`src/rtl/pattern_pkg.sv`:
```
// pattern_pkg: frame pattern and FSM encoding shared by the
// pattern transmitter and the detector.
package pattern_pkg;

  localparam int PAT_LEN = 5;
  localparam logic [PAT_LEN-1:0] PATTERN = 5'b10010;
  localparam int BIT_W = $clog2(PAT_LEN);

  typedef enum logic [3:0] {
    S_IDLE = 4'b0001,
    S_SEND = 4'b0010,
    S_GAP  = 4'b0100,
    S_FIN  = 4'b1000
  } state_t;

endpackage

```
`src/rtl/pattern_tx.sv`:
```
// pattern_tx: emits N pattern frames MSB first with zero-gap runs.
// Optional PATTERN_TX_READY_EN adds a ready input that stalls transmission.
module pattern_tx
  import pattern_pkg::*;
#(
  parameter int CNT_W = 8,
  parameter int GAP_W = 4
) (
  input  logic             clk,
  input  logic             rst,
`ifdef PATTERN_TX_READY_EN
  input  logic             ready,
`endif
  input  logic             start,
  input  logic [CNT_W-1:0] frames,
  input  logic [GAP_W-1:0] gap,
  output logic             out,
  output logic             valid,
  output logic             busy,
  output logic             done
);

  localparam logic [BIT_W-1:0] BIT_TOP = BIT_W'(PAT_LEN - 1);

  state_t           r_state, w_nxt;
  logic [BIT_W-1:0] r_bit, w_bit;
  logic [CNT_W-1:0] r_frm, w_frm;
  logic [GAP_W-1:0] r_gap_len, w_gap_len;
  logic [GAP_W-1:0] r_gcnt, w_gcnt;
  logic             r_out, r_valid, r_busy, r_done;
  logic             w_rdy, w_act, w_adv, w_nxt_act;

`ifdef PATTERN_TX_READY_EN
  assign w_rdy = ready;
`else
  assign w_rdy = 1'b1;
`endif

  // State names the bit on the line; a stall holds it and drops valid.
  assign w_act     = (r_state == S_SEND) || (r_state == S_GAP);
  assign w_adv     = w_rdy || !w_act;
  assign w_nxt_act = (w_nxt == S_SEND) || (w_nxt == S_GAP);

  always_comb begin
    w_nxt     = r_state;
    w_bit     = r_bit;
    w_frm     = r_frm;
    w_gap_len = r_gap_len;
    w_gcnt    = r_gcnt;
    unique case (r_state)
      S_IDLE: begin
        if (start) begin
          if (frames != '0) begin
            w_nxt     = S_SEND;
            w_bit     = BIT_TOP;
            w_frm     = frames;
            w_gap_len = gap;
          end else begin
            w_nxt = S_FIN;
          end
        end
      end
      S_SEND: begin
        if (w_rdy) begin
          if (r_bit != '0) begin
            w_bit = r_bit - 1'b1;
          end else begin
            w_frm = r_frm - 1'b1;
            if (r_frm == CNT_W'(1)) begin
              w_nxt = S_FIN;
            end else if (r_gap_len != '0) begin
              w_nxt  = S_GAP;
              w_gcnt = r_gap_len;
            end else begin
              w_bit = BIT_TOP;
            end
          end
        end
      end
      S_GAP: begin
        if (w_rdy) begin
          if (r_gcnt == GAP_W'(1)) begin
            w_nxt  = S_SEND;
            w_bit  = BIT_TOP;
            w_gcnt = '0;
          end else begin
            w_gcnt = r_gcnt - 1'b1;
          end
        end
      end
      S_FIN:   w_nxt = S_IDLE;
      default: w_nxt = S_IDLE;
    endcase
  end

  always_ff @(posedge clk or posedge rst) begin
    if (rst) begin
      r_state   <= S_IDLE;
      r_bit     <= '0;
      r_frm     <= '0;
      r_gap_len <= '0;
      r_gcnt    <= '0;
      r_out     <= 1'b0;
      r_valid   <= 1'b0;
      r_busy    <= 1'b0;
      r_done    <= 1'b0;
    end else begin
      r_state   <= w_nxt;
      r_bit     <= w_bit;
      r_frm     <= w_frm;
      r_gap_len <= w_gap_len;
      r_gcnt    <= w_gcnt;
      if (w_adv) begin
        r_valid <= w_nxt_act;
        r_out   <= (w_nxt == S_SEND) && PATTERN[w_bit];
      end else begin
        r_valid <= 1'b0;
      end
      r_busy <= w_nxt_act;
      r_done <= (w_nxt == S_FIN);
    end
  end

  assign out   = r_out;
  assign valid = r_valid;
  assign busy  = r_busy;
  assign done  = r_done;

endmodule

```
`config.mk`:
```
export PLATFORM = sky130hd
export DESIGN_NAME = pattern_tx
export DESIGN_NICKNAME = d
export VERILOG_FILES = /design/src/rtl/pattern_pkg.sv /design/src/rtl/pattern_tx.sv
export SDC_FILE = /design/constraint.sdc
export NUM_CORES = 1
export LEC_CHECK = 0
export CAP_MARGIN = 10
export CORE_UTILIZATION = 56
export CTS_CLUSTER_SIZE = 14
export DETAILED_ROUTE_END_ITERATION = 10
export DONT_BUFFER_PORTS = 1
export PLACE_DENSITY = 0.71
export SETUP_SLACK_MARGIN = 0.05
export SLEW_MARGIN = 25
export SYNTH_ARGS = -nofsm -noshare
export SYNTH_HDL_FRONTEND = slang
export SYNTH_SLANG_ARGS = --single-unit
```
`constraint.sdc`:
```
create_clock -name clk -period 2.6 [get_ports clk]
set_input_delay 0.52 -clock clk [delete_from_list [all_inputs] [get_ports clk]]
set_output_delay 0.52 -clock clk [all_outputs]
set_load 0.005 [all_outputs]
```
==> results.toml, run 1 <==
[yosys]
syn_area_um2 = 1580
synthArstFlopShare_pct = 100
ys_seq_area_share_pct = 41.3
synth-edff-count = 0
synth_cells = 163
synth_cell_type_count = 48
syn-num-nets = 184
synth-seq-cells = 26
ys.flop_type = "dfrtp_1"
synth_warnings = 0
synth_area_per_cell_um2 = 9.69

[timing]
fin_tns_setup_ns = 0
hold_violations = 0
drv_slew = 0
skew_ns = 0.0111
slew_headroom_pct = 54.5
finalCritPeriodShare_pct = 84.8
max_freq_mhz = 453
rsz0062_at_grt = "no"
fin_crit_ns = 2.21
setup_viol_count_final = 0
worstMarginPinSlew_ns = 0.676

[global_route]
grt_overflow_total = 0
grt_start_max_net_pins = 27
grt_pass1_vias = 1059
grtUsageTotal_pct = 22.4
antenna_found_initial = 0
grt_pass1_wl_um = 4690

[setup_path]
slowest_delay_ns = 0.78
crit_chain = "or4b_1 > o21a_4 > a21oi_4 > o21ai_2 > a22o_1"
r2r_cells = 5
crit_required_ns = 2.84
reg2reg_slack_ns = 0.39
critPathArrivalTime_ns = 2.44
worstSetupPathType = "flop to flop"
cp_max_fo = 13
rr_startpoint = "r_state[3]"
cpMaxStageDelayCell = "or4b_1"
critPathLaunchType = "flop"
reg2reg_to = "r_gcnt[2]"
cp-end-kind = "flop"

[drt]
wl_per_cell_um = 16.1
drc = 0
first_pass_iters = 4
ant_nets = 0
routed_wl_um = 3130
drt_iter0_drc = 20
vias = 1251
post_drt_via_cell_ratio = 6.42

[clock_network]
h-tree-depth = 1
postCtsSetupBuffers = 0
clock-root-buffer = "clkbuf_4"
clock_path_buffers = 2
clkSlewWorstSetupHoldPaths_ns = 0.15
cts_tree = "done"
cts_resized = 0
clock_sinks = 26
cts_buffers = 3
clkLatencyLatePin_ns = 0.34
cts-hold-fix-buffers = 0

[floorplanning]
fp.dieH_um = 55.1
num_rows = 18
start_util_pct = 61.5
die_w_um = 55.1
io_pins = 19
core_um2 = 2570
die_area_um2 = 3040

[cells_and_area]
area_growth_pct = 3.96
layout_common_cells = "25 x dfrtp_1, 19 x nand2_1, 12 x a21oi_1"
insertedDiodeCount = 0
drive_above_1_share_pct = 13.3
fillCellCount = 224
nets = 187
mostFrequentLayoutCell = "dfrtp_1"
fin_area_um2 = 1640

[place]
dpl_cell_area_um2 = 1610
port_buffers = 0
dp_hpwl_um = 2330
gp_congestion = 0.952

[pwr]
peakVddDrop_mv = 0.744
p_per_area_nw_per_um2 = 1140
p_leak_nw = 0.678

[run_status]
outcome = "finished, final reports clean"

[hold_path]
min_path_type = "input port to async pin"

[job]
cap_violations = 0
==> Yosys cell counts, drive strengths merged, types with 3 or more instances <==
cell / count / area (µm²)
a21oi: 13 / 76.3
or4b: 3 / 33.8
buf: 3 / 26.3
nand2: 19 / 71.3
mux2: 5 / 56.3
nor4b: 3 / 47.5
nor2: 10 / 37.5
ha: 6 / 75.1
nor3: 5 / 25.0
inv: 9 / 33.8
nand2b: 4 / 25.0
o22ai: 3 / 18.8
o21ai: 20 / 108
dfrtp: 25 / 626
==> flip-flops by register name (all words and copies together) (netlist names) <==
signal / flops
done: 1
r_bit: 3
r_state: 4
r_gcnt: 4
out: 1
r_frm: 8
busy: 1
r_gap_len: 4
==> layout make-up <==
| class | count | area, µm² | area share [%] |
|---|---|---|---|
| multi-input combinational | 123 | 860 | 52.4 |
| sequential | 26 | 652 | 39.7 |
| tap | 30 | 37.5 | 2.29 |
| clock buffer | 4 | 36.3 | 2.21 |
| inverter | 9 | 33.8 | 2.06 |
| timing repair buffer | 3 | 22.5 | 1.37 |
==> power by group <==
| part | total, mW | switching, mW | internal [mW] |
|---|---|---|---|
| logic | 0.866 | 0.485 | 0.380 |
| clock network | 0.216 | 0.130 | 0.0860 |
| registers | 0.791 | 0.201 | 0.590 |
| total | 1.87 | 0.816 | 1.06 |
==> worst max-delay path by stage <==
| stage | slack [ns] | start | end |
|---|---|---|---|
| 2_1_floorplan | 0.59 | frames[4] | busy |
| 3_3_place_gp | 0.46 | frames[4] | busy |
| 3_5_place_dp | 0.40 | frames[4] | r_frm[5] |
| 4_1_cts | 0.42 | r_state[3] | r_gcnt[2] |
| 5_1_grt | 0.32 | r_state[3] | out |
| 6_report | 0.39 | r_state[3] | r_gcnt[2] |
==> cell families after synthesis <==
family                   Yosys count  share of synthesized area (%)
multiplexers                       6                           4.20
buffers and inverters             14                           4.28
XOR/XNOR                           1                          0.555
flip-flops                        26                           41.3
adder cells (fa/ha/maj)            6                           4.75
AO/OA/AOI/OAI                     52                           23.5
AND/OR/NAND/NOR                   58                           21.4
==> worst max-delay path, delay by kind of cell (launching register included) <==
family | cells | cell delay, ns
AO/OA/AOI/OAI | 4 | 0.83
flip-flops | 1 | 0.49
AND/OR/NAND/NOR | 1 | 0.78
==> through the flow <==
step / total power, mW / util [%] / hold WS [ns] / setup WS (ns) / std cells
floorplan: 1.46 / - / 0.471 / 0.586 / 163
global placement: 1.62 / 62.5 / 0.497 / 0.460 / 191
detailed placement: 1.66 / 62.5 / 0.500 / 0.396 / 191
CTS: 1.87 / 63.9 / 0.304 / 0.418 / 195
global route: 2.01 / 63.9 / 0.148 / 0.319 / 195
finish: 1.87 / 63.9 / 0.0750 / 0.394 / 195
==> per-layer routing <==
metal,track usage (%),vias up,wire length (µm)
met4,10.4,0,38
met2,35.1,35,1500
li1,-,601,-
met1,30.3,611,1420
met3,3.28,4,177
met5,0,-,0
Power figures use the tool's default switching activity.
==> inputs of run 2 (changes only) <==
Settings changed: PLACE_DENSITY 0.71 to 0.74.
Clock period 2.6 ns to 2 ns, I/O delays scaled along.
==> run 2 against run 1 <==
  * Hold slack improved by 0.12 ns
  * First-iteration DRC count rose by 60%
  * Critical path depth rose by 1
  * Via count rose by 6.2%
  * Core utilization rose by 5.8 points
  * Total power rose by 39%
  * Largest power group unchanged
  * Highest routed layer unchanged
  * Sequential cell count did not move
==> results.toml, run 2 (same netlist as run 1, synthesis figures left out) <==
[clock_network]
clock_sinks = 26
h-tree-depth = 1
cts_buffers = 3
clock-root-buffer = "clkbuf_4"
clock_path_buffers = 2
clkSlewWorstSetupHoldPaths_ns = 0.15
clkLatencyLatePin_ns = 0.33
cts_tree = "done"

[setup_path]
cp_max_fo = 5
worstSetupPathType = "flop to flop"
cp-end-kind = "flop"
r2r_cells = 6
critPathLaunchType = "flop"
reg2reg_slack_ns = 0.001
crit_required_ns = 2.21
critPathArrivalTime_ns = 2.21

[pwr]
power.switching_mw = 1.11
peakVddDrop_mv = 0.900
p_int_mw = 1.49
p_leak_nw = 0.767
p_per_area_nw_per_um2 = 1450
combPwrFrac_pct = 51.4
seqPwrFrac_pct = 39.5
clockPowerShare_pct = 9.1
switching_share_pct = 42.7

[cells_and_area]
drive_above_1_share_pct = 22.0
fin_cells = 212
regMostFlops = "r_frm"
mostFrequentLayoutCell = "dfrtp_1"
nets = 204
layout_common_cells = "25 x dfrtp_1, 19 x nand2_1, 19 x buf_4"
fin_area_um2 = 1790
insertedDiodeCount = 0
largest_register_ff_count = 8
area_growth_pct = 13.5

[global_route]
grtUsageTotal_pct = 24.2
grt_start_max_net_pins = 27
grt_pass1_vias = 1161
grt_pass1_wl_um = 5210
antenna_found_initial = 0
grt_overflow_total = 0

[drt]
routed_wl_um = 3330
first_pass_iters = 4
wl_per_cell_um = 15.7
drt_iter0_drc = 32
ant_nets = 0
drc = 0
vias = 1329
post_drt_via_cell_ratio = 6.27

[timing]
skew_ns = 0.00994
worstMarginPinSlew_ns = 0.467
max_freq_mhz = 500
fin_crit_ns = 2.00
rsz0062_at_grt = "yes"
setup_viol_count_final = 0
fin_tns_setup_ns = 0
slew_headroom_pct = 68.6
finalCritPeriodShare_pct = 99.9
drv_slew = 0
hold_violations = 0

[floorplanning]
fp.dieH_um = 55.1
core_um2 = 2570
die_w_um = 55.1
io_pins = 19
die_area_um2 = 3040
start_util_pct = 61.5
num_rows = 18

[place]
gp_congestion = 0.893
place_inst = 204
dp_hpwl_um = 2550
port_buffers = 0
dpl_cell_area_um2 = 1700

[hold_path]
holdPathStages = 1
min_path_type = "input port to flop"

[job]
cap_violations = 0

[run_status]
outcome = "finished, final reports clean"
run 2: worst max-delay path: stages (launching register included):
cell	delay (ns)
dfrtp_1	0.41
inv_2	0.06
ha_1	0.12
or4b_4	0.50
o41ai_4	0.25
a21oi_2	0.14
or3_1	0.39
run 2: repair_timing:
| item | CTS | global route |
|---|---|---|
| pin swaps | 1 | 3 |
| endpoints found under the setup margin | 3 | 12 |
| hold buffers | 1 | 0 |
| resized for setup | 2 | 4 |
| setup buffers | 0 | 3 |
| hold endpoints to repair | 13 | 0 |
run 2: worst paths after layout:
path                       startpoint      endpoint
setup / recovery             r_frm[1]          busy
hold / removal                 gap[0]  r_gap_len[0]
min in group asynchronous         rst  r_gap_len[2]
setup reg to reg             r_frm[1]          busy
hold reg to reg             r_gcnt[3]     r_gcnt[3]
max in group asynchronous         rst    r_state[0]
run 2: area by class of cell:
type / count / area, µm²
Fill cell: 204 / 776
Inverter: 9 / 33.8
Timing Repair Buffer: 20 / 153
Tap cell: 30 / 37.5
Sequential cell: 26 / 652
Multi-Input combinational cell: 123 / 890
Clock buffer: 4 / 26.3
run 2: per-stage QoR:
step / worst slack, ns / util [%] / hold WS, ns / total power [mW]
2_1_floorplan: 0.0921 / - / 0.439 / 1.90
3_3_place_gp: 0.0413 / 66.3 / 0.369 / 2.20
3_5_place_dp: -0.00968 / 66.3 / 0.369 / 2.28
4_1_cts: 0.0149 / 68.3 / 0.188 / 2.54
5_1_grt: -0.0596 / 69.8 / 0.180 / 2.80
6_report: 0.00137 / 69.8 / 0.191 / 2.60
run 2: layer usage:
layer  part of all wire [%]  up-vias  GRT usage [%]
li1                       -      637              -
met1                     47      647           32.8
met2                     48       41           38.4
met3                    3.8        4           3.01
met4                    1.2        0           11.3
met5                      0        -              0
run 2: power groups by stage:
| stage | Combinational, mW | Clock (mW) | Sequential [mW] |
|---|---|---|---|
| floorplan | 0.927 | 0 | 0.974 |
| global placement | 1.20 | 0 | 1.01 |
| detailed placement | 1.26 | 0 | 1.02 |
| CTS | 1.28 | 0.242 | 1.02 |
| global route | 1.48 | 0.258 | 1.07 |
| finish | 1.34 | 0.237 | 1.03 |
==> inputs of run 3 (changes only) <==
Settings changed: ABC_CLOCK_PERIOD_IN_PS set to 2000.
==> results of run 3 <==
The final DEF is identical to that of run 2; final timing and power are the same.
